[config.mk]
export PLATFORM = sky130hd
export DESIGN_NAME = display_arbiter
export DESIGN_NICKNAME = d
export VERILOG_FILES = /design/src/rtl/display_arbiter.sv
export SDC_FILE = /design/constraint.sdc
export NUM_CORES = 1
export LEC_CHECK = 0
export CAP_MARGIN = 20
export CORE_ASPECT_RATIO = 1.75
export CORE_MARGIN = 3
export CORE_UTILIZATION = 44
export CTS_CLUSTER_SIZE = 25
export DETAILED_ROUTE_END_ITERATION = 16
export GPL_ROUTABILITY_DRIVEN = 0
export MAX_ROUTING_LAYER = met4
export PLACE_DENSITY = 0.76
export SETUP_SLACK_MARGIN = 0.3
export SLEW_MARGIN = 10
export SYNTH_ARGS = -nofsm -noshare
export SYNTH_HDL_FRONTEND = slang
export SYNTH_SLANG_ARGS = --single-unit
[constraint.sdc]
create_clock -name clk_i -period 2.7 [get_ports clk_i]
set_input_delay 0.54 -clock clk_i [delete_from_list [all_inputs] [get_ports clk_i]]
set_output_delay 0.54 -clock clk_i [all_outputs]
set_load 0.005 [all_outputs]
[src/rtl/display_arbiter.sv]
// -----------------------------------------------------------------------------
// display_arbiter
// Shares one 7-segment display between three value sources (operand A,
// operand B, sum). A round-robin arbiter picks one requesting source and
// latches its value, clamped to 0..9999. The value is then shown for at least
// HOLD_CYCLES clock cycles before another source can take the display.
//
// Ports
//   clk_i    : system clock, rising edge
//   rst_i    : asynchronous reset, active low
//   req_i    : level request per source (bit0 A, bit1 B, bit2 sum)
//   data0_i  : value offered by source 0
//   data1_i  : value offered by source 1
//   data2_i  : value offered by source 2
//   grant_o  : one-hot current display owner (000 before the first grant)
//   ack_o    : one-cycle pulse on the bit of the source whose data was latched
//   bin_o    : registered display value, always 0..9999
//   ovf_o    : high while bin_o holds a clamped value
//   busy_o   : high while a grant is being held on the display
// -----------------------------------------------------------------------------
module display_arbiter #(
  parameter int unsigned HOLD_CYCLES = 27000000
) (
  input  logic        clk_i,
  input  logic        rst_i,
  input  logic [2:0]  req_i,
  input  logic [15:0] data0_i,
  input  logic [15:0] data1_i,
  input  logic [15:0] data2_i,
  output logic [2:0]  grant_o,
  output logic [2:0]  ack_o,
  output logic [15:0] bin_o,
  output logic        ovf_o,
  output logic        busy_o
);

  // Counter only needs to reach HOLD_CYCLES-1; keep at least one bit.
  localparam int unsigned CNT_W = (HOLD_CYCLES > 1) ? $clog2(HOLD_CYCLES) : 1;
  localparam logic [CNT_W-1:0] CNT_LOAD = CNT_W'(HOLD_CYCLES - 1);
  localparam logic [CNT_W-1:0] CNT_ZERO = CNT_W'(0);
  localparam logic [CNT_W-1:0] CNT_ONE  = CNT_W'(1);
  localparam logic [15:0]      BIN_MAX  = 16'd9999;

  typedef enum logic {
    IDLE = 1'b0,
    HOLD = 1'b1
  } state_t;

  state_t           state_r;
  logic [CNT_W-1:0] cnt_r;
  logic [1:0]       last_r;
  logic [2:0]       grant_r;
  logic [2:0]       ack_r;
  logic [15:0]      bin_r;
  logic             ovf_r;
  logic             busy_r;

  logic [1:0]       win_idx_s;
  logic [2:0]       win_hot_s;
  logic [15:0]      win_data_s;

  // Round-robin pick: search starts one past the last winner and wraps.
  // Caller guarantees at least one request bit is set when the result is used.
  function automatic logic [1:0] rr_pick(input logic [2:0] req, input logic [1:0] last);
    logic [1:0] idx;
    idx = 2'd0;
    case (last)
      2'd0: begin
        if (req[1])      idx = 2'd1;
        else if (req[2]) idx = 2'd2;
        else             idx = 2'd0;
      end
      2'd1: begin
        if (req[2])      idx = 2'd2;
        else if (req[0]) idx = 2'd0;
        else             idx = 2'd1;
      end
      default: begin
        if (req[0])      idx = 2'd0;
        else if (req[1]) idx = 2'd1;
        else             idx = 2'd2;
      end
    endcase
    return idx;
  endfunction

  // Clamp a source value into the four-digit display range.
  function automatic logic [15:0] sat_bin(input logic [15:0] d);
    return (d > BIN_MAX) ? BIN_MAX : d;
  endfunction

  // Winner selection and its data mux.
  always_comb begin
    win_idx_s  = rr_pick(req_i, last_r);
    win_hot_s  = 3'b001 << win_idx_s;
    win_data_s = data0_i;
    case (win_idx_s)
      2'd0:    win_data_s = data0_i;
      2'd1:    win_data_s = data1_i;
      2'd2:    win_data_s = data2_i;
      default: win_data_s = data0_i;
    endcase
  end

  // Arbiter state machine with all outputs registered.
  always_ff @(posedge clk_i or negedge rst_i) begin
    if (!rst_i) begin
      state_r <= IDLE;
      cnt_r   <= CNT_ZERO;
      last_r  <= 2'd2;
      grant_r <= 3'b000;
      ack_r   <= 3'b000;
      bin_r   <= 16'd0;
      ovf_r   <= 1'b0;
      busy_r  <= 1'b0;
    end else begin
      ack_r <= 3'b000;
      case (state_r)
        IDLE: begin
          if (|req_i) begin
            state_r <= HOLD;
            cnt_r   <= CNT_LOAD;
            last_r  <= win_idx_s;
            grant_r <= win_hot_s;
            ack_r   <= win_hot_s;
            bin_r   <= sat_bin(win_data_s);
            ovf_r   <= (win_data_s > BIN_MAX);
            busy_r  <= 1'b1;
          end else begin
            state_r <= IDLE;
          end
        end
        HOLD: begin
          if (cnt_r != CNT_ZERO) begin
            cnt_r <= cnt_r - CNT_ONE;
          end else if (|req_i) begin
            // Back-to-back grant keeps busy_o high without a gap.
            state_r <= HOLD;
            cnt_r   <= CNT_LOAD;
            last_r  <= win_idx_s;
            grant_r <= win_hot_s;
            ack_r   <= win_hot_s;
            bin_r   <= sat_bin(win_data_s);
            ovf_r   <= (win_data_s > BIN_MAX);
            busy_r  <= 1'b1;
          end else begin
            state_r <= IDLE;
            busy_r  <= 1'b0;
          end
        end
        default: begin
          state_r <= IDLE;
          busy_r  <= 1'b0;
        end
      endcase
    end
  end

  assign grant_o = grant_r;
  assign ack_o   = ack_r;
  assign bin_o   = bin_r;
  assign ovf_o   = ovf_r;
  assign busy_o  = busy_r;

endmodule

==> qor.csv <==
stage;metric;value;unit
placement;dp_hpwl;6300;um
sta;drv_slew;0;
run;maxCapViolations;0;
logic_synthesis;postSynthCellCount;315;
drt;wl_per_cell;16.7;um
cts;cts_buffers;5;
cts;clockBufferDepth;2;
finish;areaGrowthSynthToFinish;50.2;%
logic_synthesis;avgSynthCellArea;9.49;um2
sta;clock_skew;11.6;ps
sta;rsz0062_at_grt;true;
sta;fin_crit_sh;0.957;
floorplan;coreArea;0.00654;mm2
floorplan;dieWidth;68.3;um
cts;clk_pin_slew;60;ps
logic_synthesis;synth_area;0.00299;mm2
setup_path;crit_fanout;8;
finish;num-nets-final;490;
floorplan;ios;77;
logic_synthesis;async_flop_share;1.00;
sta;setup_slack;117;ps
global_route;antenna_found_initial;0;
logic_synthesis;synth-seq-cells;52;
logic_synthesis;synth_fp_nets;372;
sta;setup_viol;0;
logic_synthesis;synthFlopType;dfrtp_1;
setup_path;cp-start-kind;flip-flop;
setup_path;worstPathRequired;2880;ps
worst_hold_path;hp-class;in -> async;
pwr;leakage;1.93;nW
setup_path;end_kind;flip-flop;
drt;via_per_inst;5.71;
drt;first_iter_violations;133;
placement;io_buffers;76;
drt;wirelength;8630;um
cts;insertion_delay;300;ps
sta;hold_viol;0;
logic_synthesis;ys_warn_count;0;
cts;cts_tree;built;
floorplan;start_util;0.457;
global_route;track_usage;0.245;
drt;antenna_left;0;
drt;vias;2946;
global_route;first_global_vias;3119;
global_route;grt_max_degree;45;
placement;pre_cts_ws;-453;ps
pwr;max-vdd-ir-drop;0.297;mV
finish;finalNonFillerCells;516;
finish;drive_gt1_frac;0.233;
setup_path;critPathKind;reg -> reg;
sta;worst_pin_slew;448;ps
finish;fillers;508;
floorplan;die_h;115;um
cts;clock-sinks;52;
finish;diodes;0;
sta;fmax;387;MHz
global_route;grt_pass1_wl;14300;um
cts;hold_buffers;0;
placement;placed_cells;491;
setup_path;cp.arrival;2760;ps
floorplan;rows;39;
drt;firstDrtPassIters;4;
logic_synthesis;yosysSeqAreaShare;0.436;
floorplan;dieArea;0.00786;mm2
cts;clockRootBuffer;clkbuf_16;
run_status;outcome;finished, final reports clean;
sta;maxSlewHeadroom;0.699;
logic_synthesis;ys_types;59;
drt;drc;0;
pwr;p_per_area;499;mW/mm2
logic_synthesis;synth-edff-count;0;
cts;htree_levels;2;
global_route;globalRouteOverflowTotal;0;
sta;layout_min_cycle_time;2580;ps
## final timing paths
path / startpoint / slack, ps / to / cells past startpoint
setup / recovery: last_r[1] / 120 / bin_o[4] / 13
hold / removal: rst_i / 110 / cnt_r[8] / 1
setup reg to reg: last_r[1] / 120 / bin_o[4] / 13
hold reg to reg: grant_o[0] / 490 / grant_o[0] / 1
max in group asynchronous: rst_i / 1990 / cnt_r[20] / 3
min in group clk_i: grant_o[0] / 490 / grant_o[0] / 1
## cell families after synthesis
| logic type | after synthesis | synth area share |
|---|---|---|
| XOR/XNOR | 4 | 0.0117 |
| adder cells (fa/ha/maj) | 4 | 0.0167 |
| AND/OR/NAND/NOR | 115 | 0.223 |
| AO/OA/AOI/OAI | 99 | 0.222 |
| multiplexers | 11 | 0.0373 |
| flip-flops | 52 | 0.436 |
| buffers and inverters | 30 | 0.0540 |
## critical path: stages, from the launching register on
cell,delay (ps)
dfstp_2,590
nor3b_2,60
a21oi_1,120
nor2_1,80
a21oi_2,150
buf_4,150
ha_4,190
buf_6,140
a22oi_2,70
a21oi_1,210
and4_4,280
a211oi_4,70
buf_4,150
a22o_1,190
## layout make-up
type                            instances  area, um2  area share
Clock buffer                            7        133      0.0295
Clock inverter                          1       5.00     0.00111
Inverter                                9       33.8     0.00752
Multi-Input combinational cell        233       1700       0.378
Sequential cell                        52       1300       0.290
Tap cell                               82        103      0.0228
Timing Repair Buffer                  132       1220       0.271
## state kept, by name, indices dropped and copies added, names as in the netlist
signal	cells
ack_o	3
last_r	2
grant_o	3
ovf_o	1
state_r	1
cnt_r	25
busy_o	1
bin_o	16
## routing by layer
| layer | up-vias | track usage | wire, um |
|---|---|---|---|
| met5 | - | - | 0 |
| met3 | 19 | 0.0479 | 374 |
| met2 | 80 | 0.439 | 5030 |
| met1 | 1441 | 0.252 | 3010 |
| li1 | 1406 | - | - |
| met4 | 0 | 0.0969 | 212 |
## synth_stat cells, drive strengths merged, types with 2 or more instances
cell	count	area, um2
o21ai	26	130
or2	2	12.5
nor3	33	170
dfrtp	51	1280
and2	3	18.8
nor2	25	109
buf	10	86.3
inv	9	33.8
nor3b	2	20.0
nand4	4	31.3
nand2	10	45.0
ha	4	50.1
a31oi	7	43.8
and4	4	35.0
nor4	3	25.0
a22o	12	105
a22oi	8	60.1
o31ai	7	66.3
or4	3	26.3
and3	8	50.1
clkbuf	11	41.3
o41ai	2	17.5
nand3	5	25.0
mux2i	10	100
xnor2	3	26.3
or3	6	37.5
a21o	4	30.0
a21oi	24	120
## stage by stage
stage / util / setup TNS, ps / total power [W] / instance area [um2] / hold WS (ps)
finish: 0.687 / 0 / 0.00224 / 4490 / 107
global route: 0.687 / 0 / 0.00236 / 4490 / 122
CTS: 0.676 / 0 / 0.00223 / 4420 / 451
detailed placement: 0.625 / -5640 / 0.00155 / 4090 / 473
global placement: 0.625 / -4280 / 0.00153 / 4090 / 461
floorplan: - / 0 / 0.00128 / 3110 / 244
## layout by cell type, fill, tap and decap left out, types with 8 or more instances in the layout
cell / n
nor2_1: 23
nand2_1: 9
and3_1: 8
clkdlybuf4s50_1: 72
dfrtp_1: 51
buf_4: 51
o21ai_0: 20
a22o_1: 12
inv_1: 9
a21oi_1: 18
nor3_1: 30
## power breakdown
part	internal (W)	switching [W]	total [W]	leakage (nW)
clock network	0.000343	0.000271	0.000614	0.0679
registers	0.000863	0.000112	0.000975	0.639
logic	0.000373	0.000281	0.000654	1.22
total	0.00158	0.000663	0.00224	1.93
## repair_timing
| action | in CTS | in global routing |
|---|---|---|
| buffers inserted | 12 | 3 |
| resized for setup | 27 | 3 |
| gates cloned | 1 | 0 |
| pin swaps | 3 | 4 |
| setup endpoints to repair | 19 | 24 |
Power figures use the tool's default switching activity.
